### src/rtl/vga_pkg.sv
// Shared VGA timing defaults (640x480@60) and colour types for the bar display.
package vga_pkg;

    localparam int H_ACTIVE_DEF = 32'd640;
    localparam int H_FP_DEF     = 32'd16;
    localparam int H_SYNC_DEF   = 32'd96;
    localparam int H_BP_DEF     = 32'd48;
    localparam int V_ACTIVE_DEF = 32'd480;
    localparam int V_FP_DEF     = 32'd10;
    localparam int V_SYNC_DEF   = 32'd2;
    localparam int V_BP_DEF     = 32'd29;

    localparam int RGB_W = 32'd4;

    typedef struct packed {
        logic [RGB_W-1:0] r;
        logic [RGB_W-1:0] g;
        logic [RGB_W-1:0] b;
    } rgb_t;

    localparam rgb_t BLACK = '{r: 4'h0, g: 4'h0, b: 4'h0};
    localparam rgb_t GREEN = '{r: 4'h0, g: 4'hF, b: 4'h0};
    localparam rgb_t BLUE  = '{r: 4'h0, g: 4'h0, b: 4'hF};

endpackage

### src/rtl/vga_bar_display_if.sv
// Bar-value inputs and VGA raster outputs of the bar display.
// master = sample producer / monitor side, slave = the display itself.
interface vga_bar_display_if #(
    parameter int NUM_BARS = 32'd6,
    parameter int VAL_W    = 32'd11,
    parameter int COLOR_W  = 32'd4,
    parameter int X_W      = 32'd10,
    parameter int Y_W      = 32'd9
);
    logic [NUM_BARS*VAL_W-1:0] bar_val;
    logic [NUM_BARS-1:0]       bar_en;
    logic                      mode;
    logic                      hsync;
    logic                      vsync;
    logic [COLOR_W-1:0]        red;
    logic [COLOR_W-1:0]        green;
    logic [COLOR_W-1:0]        blue;
    logic                      active;
    logic [X_W-1:0]            pix_x;
    logic [Y_W-1:0]            pix_y;
    logic                      frame_start;

    modport master (
        output bar_val, bar_en, mode,
        input  hsync, vsync, red, green, blue, active, pix_x, pix_y, frame_start
    );

    modport slave (
        input  bar_val, bar_en, mode,
        output hsync, vsync, red, green, blue, active, pix_x, pix_y, frame_start
    );
endinterface

### src/rtl/vga_timing.sv
// Raster counters plus combinational sync/active/coordinate decode of the
// current counter state. Line order: sync, back porch, active, front porch.
module vga_timing #(
    parameter int H_ACTIVE = 32'd640,
    parameter int H_FP     = 32'd16,
    parameter int H_SYNC   = 32'd96,
    parameter int H_BP     = 32'd48,
    parameter int V_ACTIVE = 32'd480,
    parameter int V_FP     = 32'd10,
    parameter int V_SYNC   = 32'd2,
    parameter int V_BP     = 32'd29,
    parameter bit SYNC_POL = 1'b0,
    localparam int X_W     = $clog2(H_ACTIVE),
    localparam int Y_W     = $clog2(V_ACTIVE)
) (
    input  logic           dclk_i,
    input  logic           clr_ni,
    output logic           hsync_o,
    output logic           vsync_o,
    output logic           active_o,
    output logic [X_W-1:0] x_o,
    output logic [Y_W-1:0] y_o,
    output logic           frame_tick_o,
    output logic           frame_end_o
);
    localparam int H_TOTAL = H_SYNC + H_BP + H_ACTIVE + H_FP;
    localparam int V_TOTAL = V_SYNC + V_BP + V_ACTIVE + V_FP;
    localparam int HC_W    = $clog2(H_TOTAL);
    localparam int VC_W    = $clog2(V_TOTAL);

    localparam logic [HC_W-1:0] HC_LAST  = HC_W'(H_TOTAL - 32'd1);
    localparam logic [HC_W-1:0] HS_END   = HC_W'(H_SYNC);
    localparam logic [HC_W-1:0] HA_START = HC_W'(H_SYNC + H_BP);
    localparam logic [HC_W-1:0] HA_END   = HC_W'(H_SYNC + H_BP + H_ACTIVE);
    localparam logic [HC_W-1:0] HC_ONE   = HC_W'(32'd1);
    localparam logic [VC_W-1:0] VC_LAST  = VC_W'(V_TOTAL - 32'd1);
    localparam logic [VC_W-1:0] VS_END   = VC_W'(V_SYNC);
    localparam logic [VC_W-1:0] VA_START = VC_W'(V_SYNC + V_BP);
    localparam logic [VC_W-1:0] VA_END   = VC_W'(V_SYNC + V_BP + V_ACTIVE);
    localparam logic [VC_W-1:0] VC_ONE   = VC_W'(32'd1);

    logic [HC_W-1:0] hc_q, hc_d;
    logic [VC_W-1:0] vc_q, vc_d;
    logic            h_act_s, v_act_s;

    // Next counter state: hc wraps at end of line and bumps vc, vc wraps at end of frame.
    always_comb begin
        hc_d = hc_q;
        vc_d = vc_q;
        if (hc_q == HC_LAST) begin
            hc_d = '0;
            if (vc_q == VC_LAST) begin
                vc_d = '0;
            end else begin
                vc_d = vc_q + VC_ONE;
            end
        end else begin
            hc_d = hc_q + HC_ONE;
        end
    end

    // Counter registers; reset restarts the raster at (0,0).
    always_ff @(posedge dclk_i or negedge clr_ni) begin
        if (!clr_ni) begin
            hc_q <= '0;
            vc_q <= '0;
        end else begin
            hc_q <= hc_d;
            vc_q <= vc_d;
        end
    end

    // Decode of the current counter state; the top registers all of it together.
    always_comb begin
        h_act_s      = (hc_q >= HA_START) && (hc_q < HA_END);
        v_act_s      = (vc_q >= VA_START) && (vc_q < VA_END);
        hsync_o      = (hc_q < HS_END) ? SYNC_POL : ~SYNC_POL;
        vsync_o      = (vc_q < VS_END) ? SYNC_POL : ~SYNC_POL;
        active_o     = h_act_s && v_act_s;
        frame_tick_o = (hc_q == '0) && (vc_q == '0);
        frame_end_o  = (hc_q == HC_LAST) && (vc_q == VC_LAST);
        if (active_o) begin
            x_o = X_W'(hc_q - HA_START);
            y_o = Y_W'(vc_q - VA_START);
        end else begin
            x_o = '0;
            y_o = '0;
        end
    end
endmodule

### src/rtl/vga_bar_display.sv
// VGA raster generator drawing NUM_BARS vertical level bars. Bar inputs are
// sampled once per frame (last pixel of the frame) so a frame never tears.
module vga_bar_display
    import vga_pkg::*;
#(
    parameter int H_ACTIVE = H_ACTIVE_DEF,
    parameter int H_FP     = H_FP_DEF,
    parameter int H_SYNC   = H_SYNC_DEF,
    parameter int H_BP     = H_BP_DEF,
    parameter int V_ACTIVE = V_ACTIVE_DEF,
    parameter int V_FP     = V_FP_DEF,
    parameter int V_SYNC   = V_SYNC_DEF,
    parameter int V_BP     = V_BP_DEF,
    parameter bit SYNC_POL = 1'b0,
    parameter int NUM_BARS = 32'd6,
    parameter int BAR_X0   = 32'd50,
    parameter int BAR_Y0   = 32'd150,
    parameter int BAR_W    = 32'd75,
    parameter int BAR_GAP  = 32'd15,
    parameter int BAR_H    = 32'd150,
    parameter int VAL_W    = 32'd11,
    parameter int THRESH   = 32'd675,
    parameter int COLOR_W  = RGB_W,
    localparam int X_W     = $clog2(H_ACTIVE),
    localparam int Y_W     = $clog2(V_ACTIVE)
) (
    input logic              dclk,
    input logic              clr_n,
    vga_bar_display_if.slave vif
);
    if ((NUM_BARS < 32'sd1) || (NUM_BARS > 32'sd16)) begin : g_chk_num
        $fatal(1, "vga_bar_display: NUM_BARS must be in 1..16");
    end
    if (BAR_X0 + NUM_BARS*BAR_W + (NUM_BARS - 32'sd1)*BAR_GAP > H_ACTIVE) begin : g_chk_x
        $fatal(1, "vga_bar_display: bars do not fit horizontally");
    end
    if (BAR_Y0 + BAR_H > V_ACTIVE) begin : g_chk_y
        $fatal(1, "vga_bar_display: bars do not fit vertically");
    end
    if (COLOR_W != RGB_W) begin : g_chk_color
        $fatal(1, "vga_bar_display: COLOR_W must match vga_pkg::RGB_W");
    end

    logic           hsync_s, vsync_s, active_s, frame_tick_s, frame_end_s;
    logic [X_W-1:0] x_s;
    logic [Y_W-1:0] y_s;

    vga_timing #(
        .H_ACTIVE(H_ACTIVE), .H_FP(H_FP), .H_SYNC(H_SYNC), .H_BP(H_BP),
        .V_ACTIVE(V_ACTIVE), .V_FP(V_FP), .V_SYNC(V_SYNC), .V_BP(V_BP),
        .SYNC_POL(SYNC_POL)
    ) u_timing (
        .dclk_i      (dclk),
        .clr_ni      (clr_n),
        .hsync_o     (hsync_s),
        .vsync_o     (vsync_s),
        .active_o    (active_s),
        .x_o         (x_s),
        .y_o         (y_s),
        .frame_tick_o(frame_tick_s),
        .frame_end_o (frame_end_s)
    );

    logic [NUM_BARS*VAL_W-1:0] val_q, val_d;
    logic [NUM_BARS-1:0]       en_q, en_d;
    logic                      mode_q, mode_d;

    // Shadow next state: take new inputs only on the final cycle of the frame.
    always_comb begin
        if (frame_end_s) begin
            val_d  = vif.bar_val;
            en_d   = vif.bar_en;
            mode_d = vif.mode;
        end else begin
            val_d  = val_q;
            en_d   = en_q;
            mode_d = mode_q;
        end
    end

    logic [31:0]      x32_s, y32_s, val32_s, lit_s, row_s;
    logic             hit_s, in_rows_s, lit_row_s, green_s;
    logic [VAL_W-1:0] hit_val_s;
    rgb_t             pix_s;

    // Horizontal hit test: which enabled bar (bars never overlap) covers this column.
    always_comb begin
        x32_s     = 32'(x_s);
        hit_s     = 1'b0;
        hit_val_s = '0;
        for (int i = 0; i < NUM_BARS; i++) begin
            if (en_q[i] && (x32_s >= 32'(BAR_X0 + i*(BAR_W + BAR_GAP)))
                        && (x32_s <  32'(BAR_X0 + i*(BAR_W + BAR_GAP) + BAR_W))) begin
                hit_s     = 1'b1;
                hit_val_s = val_q[i*VAL_W +: VAL_W];
            end else begin
                hit_s     = hit_s;
                hit_val_s = hit_val_s;
            end
        end
    end

    // Pixel colour: threshold picks green/blue; fill mode lights rows from the bottom up.
    always_comb begin
        y32_s     = 32'(y_s);
        val32_s   = 32'(hit_val_s);
        in_rows_s = (y32_s >= 32'(BAR_Y0)) && (y32_s < 32'(BAR_Y0 + BAR_H));
        row_s     = 32'(BAR_Y0 + BAR_H - 32'sd1) - y32_s;
        lit_s     = (val32_s > 32'(BAR_H)) ? 32'(BAR_H) : val32_s;
        green_s   = val32_s > 32'(THRESH);
        if (mode_q) begin
            lit_row_s = row_s < lit_s;
        end else begin
            lit_row_s = 1'b1;
        end
        if (active_s && hit_s && in_rows_s && lit_row_s) begin
            pix_s = green_s ? GREEN : BLUE;
        end else begin
            pix_s = BLACK;
        end
    end

    logic           hsync_q, vsync_q, active_q, frame_q;
    logic [X_W-1:0] pix_x_q;
    logic [Y_W-1:0] pix_y_q;
    rgb_t           rgb_q;

    // Shadow and output registers; all outputs carry one cycle of latency together.
    always_ff @(posedge dclk or negedge clr_n) begin
        if (!clr_n) begin
            val_q    <= '0;
            en_q     <= '0;
            mode_q   <= 1'b0;
            hsync_q  <= ~SYNC_POL;
            vsync_q  <= ~SYNC_POL;
            active_q <= 1'b0;
            frame_q  <= 1'b0;
            pix_x_q  <= '0;
            pix_y_q  <= '0;
            rgb_q    <= BLACK;
        end else begin
            val_q    <= val_d;
            en_q     <= en_d;
            mode_q   <= mode_d;
            hsync_q  <= hsync_s;
            vsync_q  <= vsync_s;
            active_q <= active_s;
            frame_q  <= frame_tick_s;
            pix_x_q  <= x_s;
            pix_y_q  <= y_s;
            rgb_q    <= pix_s;
        end
    end

    assign vif.hsync       = hsync_q;
    assign vif.vsync       = vsync_q;
    assign vif.active      = active_q;
    assign vif.frame_start = frame_q;
    assign vif.pix_x       = pix_x_q;
    assign vif.pix_y       = pix_y_q;
    assign vif.red         = rgb_q.r;
    assign vif.green       = rgb_q.g;
    assign vif.blue        = rgb_q.b;
endmodule
### src/flat_wrapper.sv
// flat-port wrapper written by rule: the top's interface ports become plain ports
module vga_bar_display_flat import vga_pkg::*;
#(
    parameter int H_ACTIVE = H_ACTIVE_DEF,
    parameter int H_FP     = H_FP_DEF,
    parameter int H_SYNC   = H_SYNC_DEF,
    parameter int H_BP     = H_BP_DEF,
    parameter int V_ACTIVE = V_ACTIVE_DEF,
    parameter int V_FP     = V_FP_DEF,
    parameter int V_SYNC   = V_SYNC_DEF,
    parameter int V_BP     = V_BP_DEF,
    parameter bit SYNC_POL = 1'b0,
    parameter int NUM_BARS = 32'd6,
    parameter int BAR_X0   = 32'd50,
    parameter int BAR_Y0   = 32'd150,
    parameter int BAR_W    = 32'd75,
    parameter int BAR_GAP  = 32'd15,
    parameter int BAR_H    = 32'd150,
    parameter int VAL_W    = 32'd11,
    parameter int THRESH   = 32'd675,
    parameter int COLOR_W  = RGB_W,
    localparam int X_W     = $clog2(H_ACTIVE),
    localparam int Y_W     = $clog2(V_ACTIVE)
)
  (dclk, clr_n, vif_bar_val, vif_bar_en, vif_mode, vif_hsync, vif_vsync, vif_red, vif_green, vif_blue, vif_active, vif_pix_x, vif_pix_y, vif_frame_start);
  vga_bar_display_if #(.NUM_BARS(NUM_BARS), .VAL_W(VAL_W), .COLOR_W(COLOR_W)) vif_i ();
  input logic dclk;
  input logic clr_n;
  input wire logic [$bits(vif_i.bar_val)-1:0] vif_bar_val;
  input wire logic [$bits(vif_i.bar_en)-1:0] vif_bar_en;
  input wire logic [$bits(vif_i.mode)-1:0] vif_mode;
  output wire logic [$bits(vif_i.hsync)-1:0] vif_hsync;
  output wire logic [$bits(vif_i.vsync)-1:0] vif_vsync;
  output wire logic [$bits(vif_i.red)-1:0] vif_red;
  output wire logic [$bits(vif_i.green)-1:0] vif_green;
  output wire logic [$bits(vif_i.blue)-1:0] vif_blue;
  output wire logic [$bits(vif_i.active)-1:0] vif_active;
  output wire logic [$bits(vif_i.pix_x)-1:0] vif_pix_x;
  output wire logic [$bits(vif_i.pix_y)-1:0] vif_pix_y;
  output wire logic [$bits(vif_i.frame_start)-1:0] vif_frame_start;
  assign vif_i.bar_val = vif_bar_val;
  assign vif_i.bar_en = vif_bar_en;
  assign vif_i.mode = vif_mode;
  assign vif_hsync = vif_i.hsync;
  assign vif_vsync = vif_i.vsync;
  assign vif_red = vif_i.red;
  assign vif_green = vif_i.green;
  assign vif_blue = vif_i.blue;
  assign vif_active = vif_i.active;
  assign vif_pix_x = vif_i.pix_x;
  assign vif_pix_y = vif_i.pix_y;
  assign vif_frame_start = vif_i.frame_start;
  vga_bar_display #(.H_ACTIVE(H_ACTIVE), .H_FP(H_FP), .H_SYNC(H_SYNC), .H_BP(H_BP), .V_ACTIVE(V_ACTIVE), .V_FP(V_FP), .V_SYNC(V_SYNC), .V_BP(V_BP), .SYNC_POL(SYNC_POL), .NUM_BARS(NUM_BARS), .BAR_X0(BAR_X0), .BAR_Y0(BAR_Y0), .BAR_W(BAR_W), .BAR_GAP(BAR_GAP), .BAR_H(BAR_H), .VAL_W(VAL_W), .THRESH(THRESH), .COLOR_W(COLOR_W)) u_core (.dclk(dclk), .clr_n(clr_n), .vif(vif_i));
endmodule
### config.mk
export PLATFORM = sky130hd
export DESIGN_NAME = vga_bar_display_flat
export DESIGN_NICKNAME = d
export VERILOG_FILES = /design/src/rtl/vga_pkg.sv /design/src/rtl/vga_bar_display_if.sv /design/src/rtl/vga_timing.sv /design/src/rtl/vga_bar_display.sv /design/src/flat_wrapper.sv
export SDC_FILE = /design/constraint.sdc
export NUM_CORES = 1
export LEC_CHECK = 0
export ABC_CLOCK_PERIOD_IN_PS = 4940
export CORE_MARGIN = 2
export CORE_UTILIZATION = 48
export DETAILED_ROUTE_END_ITERATION = 10
export PLACE_DENSITY = 0.79
export REMOVE_ABC_BUFFERS = 1
export SYNTH_ARGS = -nofsm -noshare
export SYNTH_HDL_FRONTEND = slang
export SYNTH_SLANG_ARGS = --single-unit
### constraint.sdc
create_clock -name dclk -period 4.94 [get_ports dclk]
set_input_delay 0.741 -clock dclk [delete_from_list [all_inputs] [get_ports dclk]]
set_output_delay 0.741 -clock dclk [all_outputs]
set_load 0.005 [all_outputs]
==> metrics.md, run 1 <==
| Metric | Value |
|---|---|
| Top post-synthesis cells by area | `dfrtp_1 45%, mux2_2 13%, ha_1 3.5%` |
| Root Buffer | `clkbuf_16` |
| Core ar. | `roughly 13000 um^2` |
| Commonest non-fill, non-tap cell in the layout | `dfrtp_1` |
| Final setup vio count | `2` |
| Die area | `between 10000 and 15000 um^2` |
| FMAX | `between 0.15 and 0.2 GHz` |
| Non-filler cells in the finished layout | `990` |
| Netlist cell types | `68` |
| Post-synth ARST share | `100%` |
| Yosys top cell by area | `dfrtp_1` |
| Crit path launch type | `flip-flop` |
| # hold bufs at CTS | `0` |
| RSZ-0062 raised after global routing | `true` |
| Fraction of layout cells with a size suffix above 1 | `a little over a third` |
| Chip Height | `around 120 um` |
| Setup ws final | `-161 ps` |
| Nets | `between 800 and 900` |
| Commonest non-fill, non-tap cells in the layout | `116 x dfrtp_1, 111 x buf_4, 104 x clkdlybuf4s50_1, 75 x mux2_2, 39 x nor2_1` |
| Row count | `42` |
| DR DRC count | `0` |
| Number of max-cap violations | `0` |
| Vias | `approximately 5700` |
| CP arrival | `between 5000 and 6000 ps` |
| Status | `complete, but fails checks` |
| Crit-path cells | `o31a_1 > or3_2 > and2_1 > and4_4 > buf_4 > a21o_4 > buf_6 > a221oi_4 > o21ai_2 > o21a_1 > a211oi_4 > nor2b_4 > ha_4 > a21o_1 > a21oi_2 > o22ai_1 > o21a_1 > o21a_1 > o31ai_1 > and3_1 > nand3_1 > a2111o_1 > a211oi_2` |
| Vias in the first global route | `around 5900` |
| Power density cells | `roughly 250 nW/um^2` |
| Die W | `120 um` |
| CTS tree | `yes` |
| Seq/Total Area, Yosys | `a little under half` |
| Final ANT Viol Nets | `0` |
| IO Pins | `110` |
| Dpl cells | `between 900 and 1000` |
| Worst slew pin tran | `around 1000 ps` |
| CP endpoint kind | `flip-flop` |
| Gr usage total | `roughly 27%` |
| Period utilization | `103%` |
| DRT iter0 DRCs | `approximately 380` |
| CTS max path bufs | `2` |
| Final hold viol count | `0` |
| Routed WL | `between 15000 and 20000 um` |
| EDFF count, synth | `0` |
| DP Worst Slack | `-513 ps` |
| Initial core utilization | `48.7%` |
| Grt ovf | `0` |
| Area grow syn2layout | `46.0%` |
| Design area | `9350 um^2` |
| Slew Limit Fails | `0` |
| Max incr delay on CP | `approximately 440 ps` |
| Rel. slew slack | `31.3%` |
| Synth Cell Area | `6400 um^2` |
| CTS sink count | `118` |
| Clk pin slew, worst setup/hold paths | `around 60 ps` |
| GP Congestion | `0.987` |
| Flops & latches, synth | `118` |
| Dominant synthesized flop cell | `dfrtp_1` |
| CP Class | `reg -> reg` |
| Per-cell routed wire length | `19.2 um` |
| Via density | `about 5.8` |
| CP dominant cell by count | `o21a_1` |
| Fillers | `930` |
| Ys Warns | `0` |
| Gr busiest metal | `met2` |
| Initial antenna violation count | `0` |
| Largest net degree at the start of global routing | `between 80 and 90` |
| Final worst path period need | `slightly above 5000 ps` |
| Power, Total | `~2.4 mW` |
| First-pass GRT wire length | `slightly below 30000 um` |
| Failing checks | `setup timing` |
| PortBufs | `105` |
| Cells after synthesis | `around 600` |
| Leakage power | `roughly 4.2 nW` |
| Clock Skew | `11.5 ps` |
| Met3 Usage GRT | `6.23%` |
| M2 GR Usage | `around 45%` |
| TritonCTS buffer count | `17` |
| GR Util met1 | `33.6%` |
| DR pass1 iterations | `5` |
| HP Class | `in -> async` |
| Skew-Pair Late Insertion Delay | `420 ps` |
| Detailed-placement wirelength estimate | `around 13000 um` |
| H-tree Lvls | `4` |
| Post-DP Area | `between 8000 and 9000 um^2` |
| VDD IR-drop max | `between 0.2 and 0.3 mV` |
| Critical Path RT | `5280 ps` |
| Antenna Cells | `0` |
| Critical path's slowest cell | `or3_2` |
| Syn avg cell area | `between 10 and 15 um^2` |
| Crit-path max FO | `8` |
| Setup TNS | `-246 ps` |
| Synth top area share | `a little under half` |
## cell families after synthesis
| family | after synthesis | share of synthesized area (%) |
|---|---|---|
| mux | 77 | 13.5 |
| other cells | 2 | 0.117 |
| compound gates | 143 | 16.0 |
| simple gates | 164 | 13.7 |
| buf+inv | 62 | 4.32 |
| fa+ha+maj | 18 | 3.52 |
| flops | 118 | 46.2 |
| xor+xnor | 20 | 2.74 |
## worst paths after layout
check / startpoint / slack, ps / endpoint / cells after the start
max: u_core.u_timing.hc_q[5]$_DFF_PN0_ / -160 / u_core.vif.green[2]$_DFF_PN0_ / 23
min: clr_n / 470 / u_core.val_q[20]$_DFFE_PN0P_ / 1
max in group asynchronous: clr_n / 3410 / u_core.vif.hsync$_DFF_PN1_ / 2
min in group dclk: u_core.val_q[53]$_DFFE_PN0P_ / 510 / u_core.val_q[53]$_DFFE_PN0P_ / 1
max reg2reg: u_core.u_timing.hc_q[5]$_DFF_PN0_ / -160 / u_core.vif.green[2]$_DFF_PN0_ / 23
min reg2reg: u_core.val_q[53]$_DFFE_PN0P_ / 510 / u_core.val_q[53]$_DFFE_PN0P_ / 1
## flip-flops by register name, summed over array words and instances (netlist names)
name and cells:
u_core.vif.blue 1, u_core.en_q 6, u_core.vif.green 1, u_core.val_q 66, u_core.vif.active 1, u_core.vif.hsync 1
u_core.vif.vsync 1, u_core.vif.pix_x 10, u_core.vif.frame_start 1, u_core.vif.pix_y 9, u_core.mode_q 1, u_core.u_timing.hc_q 10
u_core.u_timing.vc_q 10
## where the power goes
part | switching, mW | internal, mW | leakage (nW) | total, mW
logic | 0.0303 | 0.0529 | 2.27 | 0.0832
registers | 0 | 0.967 | 1.63 | 0.967
clock network | 0.457 | 0.853 | 0.295 | 1.31
## cell usage after synthesis (all sizes together) (6+ instances only)
library cell and number:
nor2b 8, and3 7, inv 16, a22o 6, a211oi 6, clkbuf 29
buf 17, mux2 75, and2 6, dfrtp 116, o22ai 6, nor2 41
o21bai 6, xnor2 15, o2bb2ai 7, ha 18, nand3 13, nor3 18
nand2 31, o31ai 11, nor4 9, a22oi 8, o21ai 28, a221oi 6
nand4 7, a21oi 17
## per-layer routing
metal / share of wire (%) / wire, um / vias to the layer above
met5: 0 / 0 / -
met4: 2.5 / 472 / 0
met3: 4.9 / 938 / 44
met2: 51 / 9600 / 223
met1: 42 / 7970 / 2833
li1: - / - / 2616
## per-stage QoR
stage	hold WS, ps	util [%]
after floorplan	445	-
after global placement	493	62.7
after detailed placement	498	62.7
after CTS	511	69.4
after global routing	530	71.2
final	474	71.2
## timing repair
| action | 4_1_cts | 5_1_grt |
|---|---|---|
| pin swaps | 17 | 18 |
| gates resized for setup | 44 | 34 |
| setup endpoints to repair | 2 | 2 |
| setup buffers | 9 | 6 |
## worst max-delay path: cells and delay by family (launching register included)
| family | cells | cell delay (ps) |
|---|---|---|
| AO/OA/AOI/OAI | 14 | 2780 |
| adder cells (fa/ha/maj) | 1 | 210 |
| buffers and inverters | 2 | 280 |
| flip-flops | 1 | 410 |
| AND/OR/NAND/NOR | 6 | 1340 |
## cell type report
cell class	instances	area, um^2	area share [%]
Tap cell	176	220	2.35
Multi-Input combinational cell	428	3550	38.0
Timing Repair Buffer	220	1940	20.7
Clock buffer	19	443	4.74
Inverter	16	60.1	0.642
Clock inverter	13	179	1.91
Sequential cell	118	2960	31.6
Note: power is estimated with default switching activity, not from simulation.
==> run 2, diff against run 1 <==
--- a/config.mk
+++ b/config.mk
@@ -6,6 +6,7 @@
 export NUM_CORES = 1
 export LEC_CHECK = 0
 export ABC_CLOCK_PERIOD_IN_PS = 4940
+export CAP_MARGIN = 40
 export CORE_MARGIN = 2
 export CORE_UTILIZATION = 48
 export DETAILED_ROUTE_END_ITERATION = 10
==> run 2 against run 1 <==
  * The flow still finishes with violations (setup timing)
  * Final cell count is 0.20% lower
  * Largest cell class unchanged
  * Combinational power is 2% higher
  * Sequential power hardly changed
  * Core utilization hardly changed
  * Critical path type unchanged
  * Non-clock buffer count is 1 lower
  * Total power is 1.5% higher
  * Highest routed layer unchanged
  * Clock skew is 1.9 ps higher
==> metrics.md, run 2 (synthesis gave the netlist of run 1 again) <==
| Metric | Value |
|---|---|
| CTS sink count | `118 (unchanged)` |
| Power, Total | `2.40 mW (+1.5%)` |
| Switch Pwr | `0.466 mW (-4.5%)` |
| Final worst path period need | `5100 ps (-3.11 ps)` |
| GP Congestion | `0.987 (unchanged)` |
| Post-DP Area | `8270 um^2 (+0.33%)` |
| Rel. slew slack | `38.0% (+6.7 points)` |
| Max incr delay on CP | `440 ps (about the same)` |
| Commonest non-fill, non-tap cell in the layout | `dfrtp_1` |
| Setup ws final | `-158 ps (+3.11 ps)` |
| Final core occ | `71.2% (about the same)` |
| DR pass1 iterations | `5 (unchanged)` |
| Slew Limit Fails | `0 (unchanged)` |
| Clock share of power | `56.1% (+0.6 points)` |
| Die W | `120 um (unchanged)` |
| Worst path bufs/invs | `2 (unchanged)` |
| CP arrival | `5440 ps (about the same)` |
| Final ANT Viol Nets | `0 (unchanged)` |
| Final setup vio count | `2 (unchanged)` |
| Critical path's slowest cell | `or3_2` |
| Number of max-cap violations | `0 (unchanged)` |
| FMAX | `0.196 GHz (about the same)` |
| Area grow syn2layout | `46.1% (about the same)` |
| Grt ovf | `0 (unchanged)` |
| Gate power share | `3.5% (about the same)` |
| CP endpoint kind | `flip-flop` |
| Initial antenna violation count | `0 (unchanged)` |
| Chip Height | `120 um (unchanged)` |
| First-pass GRT wire length | `29700 um (-0.30%)` |
| Top reg by flops | `u_core.val_q` |
| Max reg flops | `66 (unchanged)` |
| H-tree Lvls | `4 (unchanged)` |
| Int Pwr | `1.93 mW (+3.0%)` |
| CP dominant cell by count | `o21a_1` |
| CP Class | `reg -> reg` |
| Per-cell routed wire length | `18.8 um (-2.2%)` |
| Fraction of layout cells with a size suffix above 1 | `35.2% (-0.53 points)` |
| Crit-path cells | `o31a_1 > or3_2 > and2_4 > and4_4 > buf_4 > a21o_4 > buf_4 > a221oi_1 > o31ai_1 > o21a_1 > a211oi_4 > nor2b_4 > ha_1 > a21o_1 > a21oi_2 > o22ai_1 > o21a_1 > o21a_1 > o31ai_1 > and3_1 > nand3_1 > a2111o_1 > a211oi_2` |
| Initial core utilization | `48.7% (unchanged)` |
| Vias | `5730 (+0.24%)` |
| Clock Skew | `13.4 ps (+1.94 ps)` |
| PortBufs | `105 (unchanged)` |
| Crit-path max FO | `7 (-1)` |
| Routed WL | `18500 um (-2.4%)` |
| DP Worst Slack | `-544 ps (-31.4 ps)` |
| Commonest non-fill, non-tap cells in the layout | `116 x dfrtp_1, 109 x buf_4, 104 x clkdlybuf4s50_1, 75 x mux2_2, 38 x nor2_1` |
| Leakage power | `4.20 nW (about the same)` |
| Core ar. | `13100 um^2 (unchanged)` |
| Die area | `14300 um^2 (unchanged)` |
| Status | `complete, but fails checks` |
| IO Pins | `110 (unchanged)` |
| Net Sw Frac | `19.4% (-1.2 points)` |
| Share of power burned in registers | `40.4% (-0.6 points)` |
| Vias in the first global route | `5823 (-1.4%)` |
| CTS tree | `yes` |
| Detailed-placement wirelength estimate | `13100 um (+0.59%)` |
| RSZ-0062 raised after global routing | `true` |
| Critical Path RT | `5280 ps (about the same)` |
| Nets | `893 (-0.11%)` |
| Clk pin slew, worst setup/hold paths | `60 ps (about the same)` |
| VDD IR-drop max | `0.210 mV (-21%)` |
| Root Buffer | `clkbuf_16` |
| Power density cells | `256 nW/um^2 (+1.5%)` |
| TritonCTS buffer count | `17 (unchanged)` |
| Final hold viol count | `0 (unchanged)` |
| Row count | `42 (unchanged)` |
| CTS max path bufs | `2 (unchanged)` |
| Crit path launch type | `flip-flop` |
| Gr usage total | `26.8% (-0.066 points)` |
| Worst slew pin tran | `930 ps (-101 ps)` |
| DRT iter0 DRCs | `432 (+14%)` |
| Largest net degree at the start of global routing | `74 (-11%)` |
| Via density | `5.80 (+0.45%)` |
| Antenna Cells | `0 (unchanged)` |
| Period utilization | `103% (about the same)` |
| Failing checks | `setup timing` |
| HP Class | `in -> async` |
| Skew-Pair Late Insertion Delay | `430 ps (about the same)` |
| Design area | `9350 um^2 (about the same)` |
| Crit-path leading delay family | `compound AO/OA/AOI/OAI gates` |
| DR DRC count | `0 (unchanged)` |
==> run 2: changes by cell type in the layout (fill, tap and decap cells not counted), moves of 2 or more <==
cell	previous run	this run
buf_4	111	109
clkbuf_8	1	5
clkinv_2	4	1
clkinvlp_4	4	1
o21ai_0	21	18
o21ai_1	4	10
o21ai_2	3	0
==> run 2: metrics by stage <==
step | TNS [ps] | hold slack (ps) | std cells
after CTS | -355 | 149 | 984
after global routing | -728 | 154 | 988
final | -288 | 154 | 988
after detailed placement | -1000 | 498 | 944
after global placement | -538 | 493 | 943
after floorplan | -165330 | 445 | 562
==> run 2: layout make-up <==
| type | count | area, um^2 |
|---|---|---|
| fillers | 909 | 3780 |
| multi-input cells | 428 | 3520 |
| flip-flops and latches | 118 | 2960 |
| repair buffers | 219 | 1950 |
| clock buffers | 24 | 502 |
| well taps | 176 | 220 |
| clock inverters | 7 | 141 |
| inverters | 16 | 60.1 |
==> run 2: repair_timing <==
| item | in CTS | in global routing |
|---|---|---|
| hold buffers | 0 | 0 |
| setup buffers | 9 | 4 |
| endpoints found under the hold margin | 0 | 0 |
| endpoints found under the setup margin | 2 | 2 |
| resized for setup | 51 | 25 |
| pin swaps | 19 | 16 |
==> run 2: worst paths after layout <==
path | start | endpoint | slack, ps | depth (start not counted)
worst min-delay path | clr_n | u_core.val_q[41]$_DFFE_PN0P_ | 150 | 1
min in group dclk | u_core.val_q[19]$_DFFE_PN0P_ | u_core.val_q[19]$_DFFE_PN0P_ | 510 | 1
worst min register to register | u_core.val_q[19]$_DFFE_PN0P_ | u_core.val_q[19]$_DFFE_PN0P_ | 510 | 1
worst max register to register | u_core.u_timing.hc_q[4]$_DFF_PN0_ | u_core.vif.green[2]$_DFF_PN0_ | -160 | 23
max in group asynchronous | clr_n | u_core.vif.hsync$_DFF_PN1_ | 4070 | 2
worst max-delay path | u_core.u_timing.hc_q[4]$_DFF_PN0_ | u_core.vif.green[2]$_DFF_PN0_ | -160 | 23
==> run 2: power groups by stage <==
stage	Clock [mW]	Combinational [mW]	Sequential, mW
after floorplan	0	0.00365	0.985
after global placement	0	0.0812	0.984
after global routing	1.39	0.0927	0.967
after detailed placement	0	0.0857	0.984
final	1.34	0.0845	0.968
after CTS	1.35	0.0862	0.968
==> run 2: layer usage <==
layer,part of all wire (%),GRT usage (%),vias up
met4,3.3,13.3,0
li1,-,-,2606
met5,0,0,-
met2,50,44.3,215
met1,42,33.6,2856
met3,4.6,5.37,53
